<file path="src/rtl/huffman_dec_if.sv">
// Bus bundle for huffman_dec: table load, serial code bits and decoded symbol outputs.
// master = producer of bits/tables (e.g. testbench), slave = the decoder itself.
interface huffman_dec_if;
    logic        code_valid;
    logic [47:0] HC;
    logic [47:0] M;
    logic        bit_valid;
    logic        bit_in;
    logic        flush;
    logic        ready;
    logic        sym_valid;
    logic [7:0]  sym;
    logic        err;
    logic [47:0] CNT;

    modport master (
        output code_valid, HC, M, bit_valid, bit_in, flush,
        input  ready, sym_valid, sym, err, CNT
    );

    modport slave (
        input  code_valid, HC, M, bit_valid, bit_in, flush,
        output ready, sym_valid, sym, err, CNT
    );
endinterface

</file>
<file path="src/rtl/huffman_dec.sv">
// Serial, MSB-first prefix-code decoder for six symbols with a loadable code/mask table.
// Define HUFFMAN_DEC_CNT_EN to build the per-symbol saturating decode counters on CNT.
module huffman_dec (
    input  logic         clk,
    input  logic         reset,
    huffman_dec_if.slave bus
);
    typedef enum logic [1:0] {EMPTY, RUN, HALT} state_t;

    state_t      r_state;
    state_t      w_stateNext;
    logic [7:0]  r_code    [6];
    logic [7:0]  r_mask    [6];
    logic [3:0]  r_codeLen [6];
    logic [3:0]  r_maxLen;
    logic [7:0]  r_acc;
    logic [3:0]  r_len;
    logic        r_symValid;
    logic [7:0]  r_sym;
    logic        r_err;

    logic [3:0]  w_loadLen [6];
    logic [3:0]  w_loadMax;
    logic [7:0]  w_newAcc;
    logic [3:0]  w_newLen;
    logic        w_hit;
    logic [7:0]  w_hitSym;
    logic        w_load;
    logic [7:0]  w_accNext;
    logic [3:0]  w_lenNext;
    logic        w_symValidNext;
    logic [7:0]  w_symNext;
    logic        w_errNext;

    // A mask is usable only when it is a contiguous run of L low ones; anything else yields length 0.
    function automatic logic [3:0] maskLen(input logic [7:0] m);
        logic [3:0] l;
        logic [8:0] t;
        l = 4'd0;
        for (int i = 1; i <= 8; i++) begin
            t = (9'd1 << i) - 9'd1;
            if (m == t[7:0]) l = 4'(i);
        end
        return l;
    endfunction

    always_comb begin
        w_loadMax = 4'd0;
        for (int k = 0; k < 6; k++) begin
            w_loadLen[k] = maskLen(bus.M[8*k +: 8]);
            if (w_loadLen[k] > w_loadMax) w_loadMax = w_loadLen[k];
        end
    end

    assign w_newAcc = {r_acc[6:0], bus.bit_in};
    assign w_newLen = r_len + 4'd1;

    // Scanning downward lets the lowest-numbered matching entry win.
    always_comb begin
        w_hit    = 1'b0;
        w_hitSym = 8'd0;
        for (int k = 5; k >= 0; k--) begin
            if (r_codeLen[k] != 4'd0 && w_newLen == r_codeLen[k] &&
                ((w_newAcc ^ r_code[k]) & r_mask[k]) == 8'd0) begin
                w_hit    = 1'b1;
                w_hitSym = 8'(k + 1);
            end
        end
    end

    always_comb begin
        w_stateNext    = r_state;
        w_load         = 1'b0;
        w_accNext      = r_acc;
        w_lenNext      = r_len;
        w_symValidNext = 1'b0;
        w_symNext      = r_sym;
        w_errNext      = 1'b0;
        if (bus.code_valid) begin
            w_load      = 1'b1;
            w_accNext   = 8'd0;
            w_lenNext   = 4'd0;
            w_stateNext = RUN;
        end else begin
            case (r_state)
                RUN: begin
                    if (bus.flush) begin
                        w_accNext = 8'd0;
                        w_lenNext = 4'd0;
                        w_errNext = (r_len != 4'd0);
                    end else if (bus.bit_valid) begin
                        if (w_hit) begin
                            w_symValidNext = 1'b1;
                            w_symNext      = w_hitSym;
                            w_accNext      = 8'd0;
                            w_lenNext      = 4'd0;
                        end else if (w_newLen >= r_maxLen) begin
                            w_errNext   = 1'b1;
                            w_accNext   = 8'd0;
                            w_lenNext   = 4'd0;
                            w_stateNext = HALT;
                        end else begin
                            w_accNext = w_newAcc;
                            w_lenNext = w_newLen;
                        end
                    end
                end
                HALT: begin
                    if (bus.flush) begin
                        w_accNext   = 8'd0;
                        w_lenNext   = 4'd0;
                        w_stateNext = RUN;
                    end
                end
                EMPTY:   w_stateNext = EMPTY;
                default: w_stateNext = EMPTY;
            endcase
        end
    end

    always_ff @(posedge clk or posedge reset) begin
        if (reset) r_state <= EMPTY;
        else       r_state <= w_stateNext;
    end

    always_ff @(posedge clk or posedge reset) begin
        if (reset) begin
            for (int k = 0; k < 6; k++) begin
                r_code[k]    <= 8'd0;
                r_mask[k]    <= 8'd0;
                r_codeLen[k] <= 4'd0;
            end
            r_maxLen   <= 4'd0;
            r_acc      <= 8'd0;
            r_len      <= 4'd0;
            r_symValid <= 1'b0;
            r_sym      <= 8'd0;
            r_err      <= 1'b0;
        end else begin
            if (w_load) begin
                for (int k = 0; k < 6; k++) begin
                    r_code[k]    <= bus.HC[8*k +: 8];
                    r_mask[k]    <= bus.M[8*k +: 8];
                    r_codeLen[k] <= w_loadLen[k];
                end
                r_maxLen <= w_loadMax;
            end
            r_acc      <= w_accNext;
            r_len      <= w_lenNext;
            r_symValid <= w_symValidNext;
            r_sym      <= w_symNext;
            r_err      <= w_errNext;
        end
    end

    assign bus.ready     = (r_state == RUN);
    assign bus.sym_valid = r_symValid;
    assign bus.sym       = r_sym;
    assign bus.err       = r_err;

`ifdef HUFFMAN_DEC_CNT_EN
    logic [47:0] r_cnt;

    // Counts advance on the same edge that raises sym_valid, so CNT already includes the presented symbol.
    always_ff @(posedge clk or posedge reset) begin
        if (reset) begin
            r_cnt <= 48'd0;
        end else if (w_load) begin
            r_cnt <= 48'd0;
        end else if (w_symValidNext) begin
            for (int k = 0; k < 6; k++) begin
                if (w_symNext == 8'(k + 1) && r_cnt[8*k +: 8] != 8'hFF)
                    r_cnt[8*k +: 8] <= r_cnt[8*k +: 8] + 8'd1;
            end
        end
    end

    assign bus.CNT = r_cnt;
`else
    assign bus.CNT = 48'd0;
`endif
endmodule
</file>
<file path="src/flat_wrapper.sv">
// flat-port wrapper written by rule: the top's interface ports become plain ports
module huffman_dec_flat 
  (clk, reset, bus_code_valid, bus_HC, bus_M, bus_bit_valid, bus_bit_in, bus_flush, bus_ready, bus_sym_valid, bus_sym, bus_err, bus_CNT);
  huffman_dec_if bus_i ();
  input  logic clk;
  input  logic reset;
  input wire logic [$bits(bus_i.code_valid)-1:0] bus_code_valid;
  input wire logic [$bits(bus_i.HC)-1:0] bus_HC;
  input wire logic [$bits(bus_i.M)-1:0] bus_M;
  input wire logic [$bits(bus_i.bit_valid)-1:0] bus_bit_valid;
  input wire logic [$bits(bus_i.bit_in)-1:0] bus_bit_in;
  input wire logic [$bits(bus_i.flush)-1:0] bus_flush;
  output wire logic [$bits(bus_i.ready)-1:0] bus_ready;
  output wire logic [$bits(bus_i.sym_valid)-1:0] bus_sym_valid;
  output wire logic [$bits(bus_i.sym)-1:0] bus_sym;
  output wire logic [$bits(bus_i.err)-1:0] bus_err;
  output wire logic [$bits(bus_i.CNT)-1:0] bus_CNT;
  assign bus_i.code_valid = bus_code_valid;
  assign bus_i.HC = bus_HC;
  assign bus_i.M = bus_M;
  assign bus_i.bit_valid = bus_bit_valid;
  assign bus_i.bit_in = bus_bit_in;
  assign bus_i.flush = bus_flush;
  assign bus_ready = bus_i.ready;
  assign bus_sym_valid = bus_i.sym_valid;
  assign bus_sym = bus_i.sym;
  assign bus_err = bus_i.err;
  assign bus_CNT = bus_i.CNT;
  huffman_dec u_core (.clk(clk), .reset(reset), .bus(bus_i));
endmodule
</file>
<file path="config.mk">
export PLATFORM = sky130hd
export DESIGN_NAME = huffman_dec_flat
export DESIGN_NICKNAME = d
export VERILOG_FILES = /design/src/rtl/huffman_dec_if.sv /design/src/rtl/huffman_dec.sv /design/src/flat_wrapper.sv
export SDC_FILE = /design/constraint.sdc
export NUM_CORES = 1
export LEC_CHECK = 0
export BUFFER_PORTS_ARGS = -buffer_cell sky130_fd_sc_hd__buf_4
export CELL_PAD_IN_SITES_DETAIL_PLACEMENT = 1
export CELL_PAD_IN_SITES_GLOBAL_PLACEMENT = 1
export CORE_MARGIN = 2
export CORE_UTILIZATION = 47
export DETAILED_ROUTE_END_ITERATION = 10
export GPL_TIMING_DRIVEN = 0
export MAX_ROUTING_LAYER = met4
export PLACE_DENSITY = 0.89
export SLEW_MARGIN = 20
export SYNTH_ARGS = -nofsm -noshare
export SYNTH_HDL_FRONTEND = slang
export SYNTH_SLANG_ARGS = --single-unit
</file>
<file path="constraint.sdc">
create_clock -name clk -period 8.3 [get_ports clk]
set_clock_uncertainty 0.05 [all_clocks]
set_input_delay 2.075 -clock clk [delete_from_list [all_inputs] [get_ports clk]]
set_output_delay 2.075 -clock clk [all_outputs]
set_load 0.01 [all_outputs]
</file>
==> results of run 1 <==
-- timing repair --
item,CTS,global route
gates resized for setup,56,35
pin swaps,34,42
setup endpoints to repair,4,4
buffers inserted,22,20
-- path summary, 6_finish.rpt --
kind | end | slack [ps] | cells after the start
max | u_core.r_maxLen[3]$_DFFE_PP0P_ | -1110 | 37
min | u_core.r_mask[16]$_DFFE_PP0P_ | 470 | 1
max reg2reg | u_core.r_len[2]$_DFFE_PP0P_ | 4130 | 12
min reg2reg | u_core.r_mask[16]$_DFFE_PP0P_ | 470 | 1
max in group asynchronous | u_core.r_mask[39]$_DFFE_PP0P_ | 5800 | 3
min in group asynchronous | u_core.r_mask[8]$_DFFE_PP0P_ | 1630 | 2
-- flip-flops by register name (all words and copies together), names as in the netlist --
signal                flops
u_core.r_maxLen           4
u_core.bus.err            1
u_core.bus.sym_valid      1
u_core.r_acc              7
u_core.r_codeLen         24
u_core.r_state            2
u_core.bus.sym            3
u_core.r_len              4
u_core.r_code            48
u_core.r_mask            48
-- layout make-up --
type / count / area share [%]
Clock buffer: 23 / 4.30
Inverter: 37 / 1.32
Buffer: 81 / 4.70
Clock inverter: 9 / 1.20
Tap cell: 225 / 2.53
Multi-Input combinational cell: 557 / 43.5
Sequential cell: 142 / 31.9
Antenna cell: 1 / 0.0225
Timing Repair Buffer: 148 / 10.5
-- cells in the final DEF (no fill, tap or decap), types with 15 or more instances in the layout --
cell type and n:
xor2_1 54, nor2_1 33, nand2_1 33, buf_4 195, ha_1 16, inv_1 35, clkbuf_1 16, mux2_2 117
a22oi_1 15, dfrtp_1 142, clkbuf_16 17, xnor2_1 15, conb_1 53
-- cells by family (layout without fill, tap and decap cells) --
| family | Yosys count | count (layout) | synth area share (%) |
|---|---|---|---|
| simple gates | 161 | 161 | 10.3 |
| flops | 142 | 142 | 42.4 |
| mux | 128 | 128 | 17.1 |
| buf+inv | 118 | 298 | 7.90 |
| compound gates | 116 | 116 | 10.1 |
| xor+xnor | 73 | 73 | 8.30 |
| fa+ha+maj | 26 | 26 | 3.88 |
| other cells | 1 | 54 | 0.0447 |
-- critical path: cells and delay by family --
family,cells,cell delay [ps]
simple gates,10,2010
mux,1,380
buf+inv,5,620
fa+ha+maj,5,1490
compound gates,16,3130
-- metal layers --
layer	track usage, %	part of all wire, %
met1	41.8	36
met5	-	0
met3	9.35	9.8
met4	23.1	8.1
met2	60.0	46
-- metrics by stage --
| step | setup WS [ps] | hold WS [ps] |
|---|---|---|
| floorplan | -456 | 426 |
| global placement | -1360 | 439 |
| detailed placement | -1620 | 442 |
| CTS | -588 | 456 |
| global route | -1200 | 485 |
| finish | -1110 | 471 |
-- power groups by stage --
stage | Combinational [µW] | Clock (µW) | Sequential [µW]
floorplan | 284 | 0 | 794
global placement | 398 | 0 | 800
detailed placement | 419 | 0 | 806
global route | 590 | 860 | 809
finish | 566 | 844 | 806
CTS | 498 | 816 | 799
==> run summary, run 1 <==
Slew Viols, Final = 0
Drt wl/cell = 30.2 µm
Tightest Pin Transition = 1130 ps
FILL cells = 1812
Crit-path slowest cell = ha_4
Post-Route WL = 36.9 mm
Worst path most repeated cell = o21a_1
CTS tree = built
Slew HR = 23.6%
Post-route clock period utilization = 113%
Max clock buf depth = 2
Crit path from = bus_M[4]
Synth-to-Final Area Change = 32.7%
Net Sw Frac = 31.8%
GRT overflow = 0
Power Total = 2220 µW
Cell taking the most area after synthesis = dfrtp_1
Status = finished, violations left
Vias in the first global route = 8065
Cts hold-fix bufs = 0
Fin util = 64.1%
Clock latency at the later pin of the worst-skew pair = 440 ps
VDD IR max = 0.000147 V
Share of cells above drive strength 1 = 44.2%
Largest net degree at the start of global routing = 76
Worst min path class = register to register
Die H = 138 µm
Yosys top cell area share = 42.4%
Main synth FF type = dfrtp_1
Endpoints failing setup = 4
Clock-pin slew on the worst setup and hold paths = 70 ps
Syn Area/Cell = 11.0 µm²
P_sw = 704 µW
CTS buffer count = 17
Worst R2R Start = u_core.r_len[0]$_DFFE_PP0P_
Clock H-tree levels = 4
Crit Path Category = input pin to register
Fraction of registers with async set/reset = 100%
Fin cells = 1223
Pre-antenna DRT Iters = 5
Crit path capture type = register
Crit path required time = 8600 ps
Power density cells = 199 mW/mm²
Synth cell count leaders = dfrtp_1 (142), mux2_2 (117), buf_4 (55)
Fmax = 106 MHz
Hold_sp = u_core.r_mask[16]$_DFFE_PP0P_
Design Area, Final = 0.0111 mm²
Min Tclk post-route = 9410 ps
DR vias = 7812
Antenna viol nets, final = 0
Maxcap violations = 0
Ports = 161
Post-Synthesis Cells = 765
Count leader, synth = dfrtp_1
Post-route setup TNS = -4180 ps
Final net count = 1112
Syn. warnings = 0
Die width = 138 µm
Cell Area, Synth = 0.00838 mm²
Die area = 0.0189 mm²
Number of input and output port buffers inserted = 105
Placed Cells = 1148
Failing checks = negative setup slack
Crit-path max FO = 7
Comb pwr share = 25.6%
Hpwl dp = 18.0 mm
Netlist cell types = 72
Root buffer selected by CTS = clkbuf_16
Final hold vios = 0
CP startpoint kind = input pin
CORE AREA = 0.0174 mm²
Initial drt markers = 809
Register area = 0.00355 mm²
Initial antenna violation count = 1
RePlAce Congestion = 0.894
Clock power share = 38.1%
P_int = 1510 µW
Top cells by area, synth = dfrtp_1 (42%), mux2_2 (16%), xor2_1 (5.6%), buf_4 (4.9%), ha_1 (3.9%)
Leak Pwr = 0.00519 µW
Clock sink count = 142
Placement Cell Area = 0.00971 mm²
EDFF count, synth = 0
Crit path DAT = 9710 ps
Total track usage = 37.3%
Post-synthesis sequential area ratio = 42.4%
Vias per cell = 6.39
RSZ-0062 raised after global routing = yes
Starting Density = 48.3%
Sequential Power Share = 36.4%
Area of the multi-input gates = 0.00483 mm²
Yosys reg bits = 142
Post-layout worst setup margin = -1110 ps
Crit path largest cell delay = 430 ps
DRC viols = 0
Row count = 48
Global-route wire length before repair = 49.9 mm
(Power assumes the default switching activity.)
==> run 2, diff against run 1 <==
--- a/config.mk
+++ b/config.mk
@@ -5,11 +5,12 @@
 export SDC_FILE = /design/constraint.sdc
 export NUM_CORES = 1
 export LEC_CHECK = 0
+export ABC_AREA = 1
 export BUFFER_PORTS_ARGS = -buffer_cell sky130_fd_sc_hd__buf_4
 export CELL_PAD_IN_SITES_DETAIL_PLACEMENT = 1
 export CELL_PAD_IN_SITES_GLOBAL_PLACEMENT = 1
 export CORE_MARGIN = 2
-export CORE_UTILIZATION = 47
+export CORE_UTILIZATION = 43
 export DETAILED_ROUTE_END_ITERATION = 10
 export GPL_TIMING_DRIVEN = 0
 export MAX_ROUTING_LAYER = met4
==> run 2 against run 1 <==
Effect of this change: the flow now finishes without violations; clock power up 8.9%; via count up 17%; global-route usage down 4.7 points; synthesized cell count up 63%; clock-buffer cell count down 3.
==> run summary, run 2 <==
Status = complete, no violations
Crit-path max FO = 7
Pre-antenna DRT Iters = 5
FILL cells = 2651
Fraction of registers with async set/reset = 100%
Number of input and output port buffers inserted = 107
Worst path most repeated cell = nand2_1
CP startpoint kind = input pin
Cell Area, Synth = 0.00869 mm²
Row count = 51
Crit path capture type = register
Post-synthesis sequential area ratio = 40.9%
Clock sink count = 142
Clock latency at the later pin of the worst-skew pair = 430 ps
Slew Viols, Final = 0
Crit path DAT = 7920 ps
DRC viols = 0
GRT overflow = 0
Clock-pin slew on the worst setup and hold paths = 60 ps
Worst R2R Start = u_core.r_len[0]$_DFFE_PP0P_
Antenna viol nets, final = 0
Vias in the first global route = 9779
Starting Density = 44.2%
Min Tclk post-route = 7650 ps
Root buffer selected by CTS = clkbuf_16
Die width = 146 µm
Synth-to-Final Area Change = 24.3%
Initial antenna violation count = 0
Fin cells = 1703
Worst min path class = register to register
CORE AREA = 0.0197 mm²
CTS buffer count = 17
RePlAce Congestion = 0.933
Initial drt markers = 598
ANT cells = 0
Top cells by area, synth = dfrtp_1 (41%), nand2_1 (19%), inv_1 (6.9%), o21ai_0 (6.6%), nand3_1 (5.4%)
Hold_sp = u_core.r_maxLen[1]$_DFFE_PP0P_
Slew HR = 24.3%
Worst hold slack = 432 ps
Vias per cell = 5.35
Share of cells above drive strength 1 = 16.5%
Commonest non-fill, non-tap cell in the layout = nand2_1
Die H = 146 µm
Drt wl/cell = 19.6 µm
Design Area, Final = 0.0108 mm²
Max clock buf depth = 2
Delay-heaviest family, CP = simple AND/OR/NAND/NOR gates
Post-route clock period utilization = 92.2%
Post-Route WL = 33.3 mm
Largest net degree at the start of global routing = 77
Hpwl dp = 24.3 mm
Clock H-tree levels = 4
Power Total = 2160 µW
Post-Synthesis Cells = 1244
Endpoints failing setup = 0
Crit path from = bus_M[7]
Netlist cell types = 40
Cts hold-fix bufs = 0
Cell taking the most area after synthesis = dfrtp_1
Total track usage = 32.6%
Fin util = 55.0%
Placement Cell Area = 0.0101 mm²
Die area = 0.0214 mm²
DR vias = 9113
Crit-path slowest cell = ha_1
Most frequent cells in the layout = nand2_1 (443), buf_4 (162), inv_1 (158), dfrtp_1 (142), o21ai_0 (110)
CP bufs+invs = 11
Final net count = 1553
VDD IR max = 0.000152 V
Crit path largest cell delay = 310 ps
Yosys reg bits = 142
Yosys top cell area share = 40.9%
Crit Path Category = input pin to register
Syn. warnings = 0
Crit path required time = 8570 ps
Final hold vios = 0
Main synth FF type = dfrtp_1
Global-route wire length before repair = 52.5 mm
Maxcap violations = 0
Ports = 161
Syn Area/Cell = 6.98 µm²
Biggest regs = u_core.r_code: 48 flops, u_core.r_mask: 48 flops, u_core.r_codeLen: 24 flops
EDFF count, synth = 0
Count leader, synth = nand2_1
Power density cells = 200 mW/mm²
Placed Cells = 1669
CTS tree = built
Tightest Pin Transition = 1130 ps
Synth cell count leaders = nand2_1 (448), inv_1 (160), dfrtp_1 (142)
Fmax = 131 MHz
Leak Pwr = 0.00595 µW
-- run 2: worst paths after layout --
kind / to / slack [ps] / cells past startpoint
min: u_core.r_maxLen[1]$_DFFE_PP0P_ / 430 / 2
max in group asynchronous: u_core.r_mask[22]$_DFFE_PP0P_ / 5780 / 3
max: u_core.r_maxLen[0]$_DFFE_PP0P_ / 650 / 48
max reg2reg: u_core.r_acc[5]$_DFFE_PP0P_ / 5270 / 15
min in group asynchronous: u_core.r_code[46]$_DFFE_PP0P_ / 1660 / 2
min reg2reg: u_core.r_maxLen[1]$_DFFE_PP0P_ / 430 / 2
-- run 2: cell families after synthesis --
family,Yosys count,synth area share (%)
adders and majority gates,26,3.74
muxes,1,0.115
DFF,142,40.9
AOI/OAI and AO/OA,148,8.99
other,1,0.0432
buffers and inverters,248,13.3
and+or+nand+nor,673,32.5
xor gates and xnor gates,5,0.504
-- run 2: power breakdown --
part           internal (µW)  switching (µW)  total [µW]
Combinational            168             288         456
Clock                    608             312         919
Sequential               748            41.2         789
Total                   1520             640        2160
-- run 2: worst reg2reg max path, cell delays in order (launching register included) --
cell	delay (ps)
dfrtp_1	400
buf_6	180
inv_2	110
ha_1	310
buf_2	250
inv_1	220
nand2_1	100
nand2_1	50
nor2_1	110
nand2_1	70
nor2_1	150
nand4_2	280
nand3_4	210
nor2_4	70
nand2_4	150
o22ai_1	160
-- run 2: per-layer routing --
layer / up-vias / routed length (µm) / global-route usage (%)
li1: 4185 / - / -
met3: 88 / 2360 / 5.78
met2: 399 / 16300 / 54.6
met5: - / 0 / -
met4: 0 / 1110 / 13.3
met1: 4441 / 13600 / 39.2
-- run 2: what timing repair did --
action | CTS | global route
resized for setup | 0 | 21
setup buffers | 0 | 2
setup endpoints to repair | 0 | 4
-- run 2: cell type report --
class                      count  area, µm²  share of cell area [%]
multi-input combinational    906       4220                    39.0
sequential                   142       3550                    32.9
timing repair buffer         110        846                    7.83
inverter                     161        612                    5.66
buffer                        87        547                    5.06
clock buffer                  20        457                    4.23
tap                          265        332                    3.07
clock inverter                12        238                    2.20
-- run 2: through the flow --
stage | TNS (ps) | worst slack [ps]
finish | 0 | 651
global route | -44.3 | -40.5
CTS | 0 | 123
detailed placement | -1090 | -292
global placement | -415 | -128
floorplan | 0 | 784
==> run 3, diff against run 2 <==
--- a/config.mk
+++ b/config.mk
@@ -6,7 +6,7 @@
 export NUM_CORES = 1
 export LEC_CHECK = 0
 export ABC_AREA = 1
-export BUFFER_PORTS_ARGS = -buffer_cell sky130_fd_sc_hd__buf_4
+export BUFFER_PORTS_ARGS = -buffer_cell sky130_fd_sc_hd__buf_2
 export CELL_PAD_IN_SITES_DETAIL_PLACEMENT = 1
 export CELL_PAD_IN_SITES_GLOBAL_PLACEMENT = 1
 export CORE_MARGIN = 2
@@ -15,7 +15,6 @@
 export GPL_TIMING_DRIVEN = 0
 export MAX_ROUTING_LAYER = met4
 export PLACE_DENSITY = 0.89
-export SLEW_MARGIN = 20
 export SYNTH_ARGS = -nofsm -noshare
 export SYNTH_HDL_FRONTEND = slang
 export SYNTH_SLANG_ARGS = --single-unit
==> run 3 against run 2 <==
Effect of this change: global-route usage down 1.2 points; register-to-register slack better by 70 ps; highest routed layer unchanged; worst hold slack lost 3.1 ps; non-clock buffer count did not move; clock power is 9.0% lower; final cell count barely moved; clock-buffer cell count rose by 5; core utilization fell by 1.7 points.
==> run summary, run 3 (synthesized netlist as in run 2, its figures left out) <==
Status = complete, no violations
Area of the multi-input gates = 0.00423 mm²
Hold_sp = u_core.r_mask[36]$_DFFE_PP0P_
Clock latency at the later pin of the worst-skew pair = 440 ps
Setup slack, reg-to-reg = 5340 ps
Post-Route WL = 31.9 mm
Global-route wire length before repair = 50.8 mm
Largest net degree at the start of global routing = 100
Post-route clock period utilization = 92.6%
Final hold vios = 0
Post-route setup TNS = 0 ps
Hpwl dp = 24.1 mm
CORE AREA = 0.0197 mm²
Die H = 146 µm
Crit path largest cell delay = 310 ps
CP startpoint kind = input pin
Crit Path Category = input pin to register
Antenna viol nets, final = 0
Crit-path max FO = 6
Max clock buf depth = 2
GRT overflow = 0
Worst path most repeated cell = nand2_1
Crit-path slowest cell = ha_1
Vias in the first global route = 9516
FF-to-FF End = u_core.r_len[0]$_DFFE_PP0P_
Total track usage = 31.5%
DRC viols = 0
CTS buffer count = 17
Root buffer selected by CTS = clkbuf_16
Depth of the worst hold-timing path = 2
DR vias = 9009
Worst min path class = register to register
RePlAce Congestion = 0.958
Starting Density = 44.2%
Drt wl/cell = 18.7 µm
Ports = 161
Die width = 146 µm
Endpoints failing setup = 0
Leak Pwr = 0.00583 µW
Number of input and output port buffers inserted = 107
Biggest regs = u_core.r_code: 48 flops, u_core.r_mask: 48 flops, u_core.r_codeLen: 24 flops
Pre-antenna DRT Iters = 6
Slew Viols, Final = 0
Commonest non-fill, non-tap cell in the layout = nand2_1
Clock-pin slew on the worst setup and hold paths = 60 ps
Initial antenna violation count = 0
Crit path capture type = register
VDD IR max = 0.000151 V
Vias per cell = 5.29
CTS tree = built
Initial drt markers = 593
Maxcap violations = 0
ANT cells = 0
Share of cells above drive strength 1 = 16.1%
Clock sink count = 142
Final net count = 1553
Fmax = 130 MHz
FILL cells = 2654
Slew HR = 29.1%
Crit path DAT = 7960 ps
Register area = 0.00355 mm²
Clock H-tree levels = 4
Most frequent cells in the layout = nand2_1 (443), inv_1 (157), dfrtp_1 (142), buf_2 (111), o21ai_0 (110)
Die area = 0.0214 mm²
Hold Path End = u_core.r_mask[36]$_DFFE_PP0P_
Row count = 51
Min Tclk post-route = 7680 ps
Crit path required time = 8580 ps
Worst R2R Start = u_core.r_len[0]$_DFFE_PP0P_
Length in cells of the worst reg-to-reg path = 15
Tightest Pin Transition = 1050 ps
Power Total = 2050 µW
Synth-to-Final Area Change = 20.6%
Power density cells = 196 mW/mm²
Worst hold slack = 429 ps
## run 3: how the worst max path moves through the flow
stage	from	to	slack, ps
6_report	bus_M[7]	u_core.r_maxLen[1]$_DFFE_PP0P_	620
5_1_grt	bus_M[1]	u_core.r_maxLen[1]$_DFFE_PP0P_	-20
2_1_floorplan	bus_M[10]	u_core.r_maxLen[3]$_DFFE_PP0P_	780
3_5_place_dp	bus_M[11]	u_core.r_maxLen[3]$_DFFE_PP0P_	-490
4_1_cts	bus_M[11]	u_core.r_maxLen[3]$_DFFE_PP0P_	50
3_3_place_gp	bus_M[11]	u_core.r_maxLen[3]$_DFFE_PP0P_	-120
## run 3: report_power, final
part / total (µW) / switching [µW] / internal (µW) / leakage, µW
registers: 787 / 39.2 / 748 / 0.00180
clock network: 836 / 303 / 533 / 0.000307
logic: 429 / 280 / 149 / 0.00372
total: 2050 / 623 / 1430 / 0.00583
## run 3: through the flow
step | worst slack [ps] | std cells | util, % | cell area [µm²]
finish | 616 | 1702 | 53.3 | 10500
floorplan | 784 | 1296 | - | 8880
detailed placement | -486 | 1669 | 49.8 | 9780
global route | -23.2 | 1702 | 53.3 | 10500
CTS | 53.9 | 1700 | 53.0 | 10400
global placement | -119 | 1668 | 49.6 | 9750
## run 3: layout make-up
type                       instances  area share (%)
multi-input combinational        906            40.4
sequential                       142            33.9
inverter                         161            5.82
timing repair buffer             110            5.52
buffer                            87            5.22
clock buffer                      25            4.73
tap                              265            3.17
clock inverter                     6            1.24
## run 3: timing repair
| item | CTS | global route |
|---|---|---|
| endpoints found under the setup margin | 4 | 4 |
| hold buffers | 0 | 0 |
| setup buffers | 0 | 2 |
| pin swaps | 0 | 1 |
| gates resized for setup | 2 | 21 |
## run 3: metal layers
layer / global-route usage (%) / vias up / share of wire (%)
met5: - / - / 0
met4: 11.1 / 0 / 3.0
met3: 4.56 / 81 / 6.0
met2: 52.7 / 304 / 49
met1: 39.0 / 4436 / 42
li1: - / 4188 / -
## run 3: worst max-delay path: cells and delay by family
kind                       cells  cell delay (ps)
and+or+nand+nor               28             2430
buffers and inverters         12              980
adders and majority gates      5             1470
AOI/OAI and AO/OA              8              970
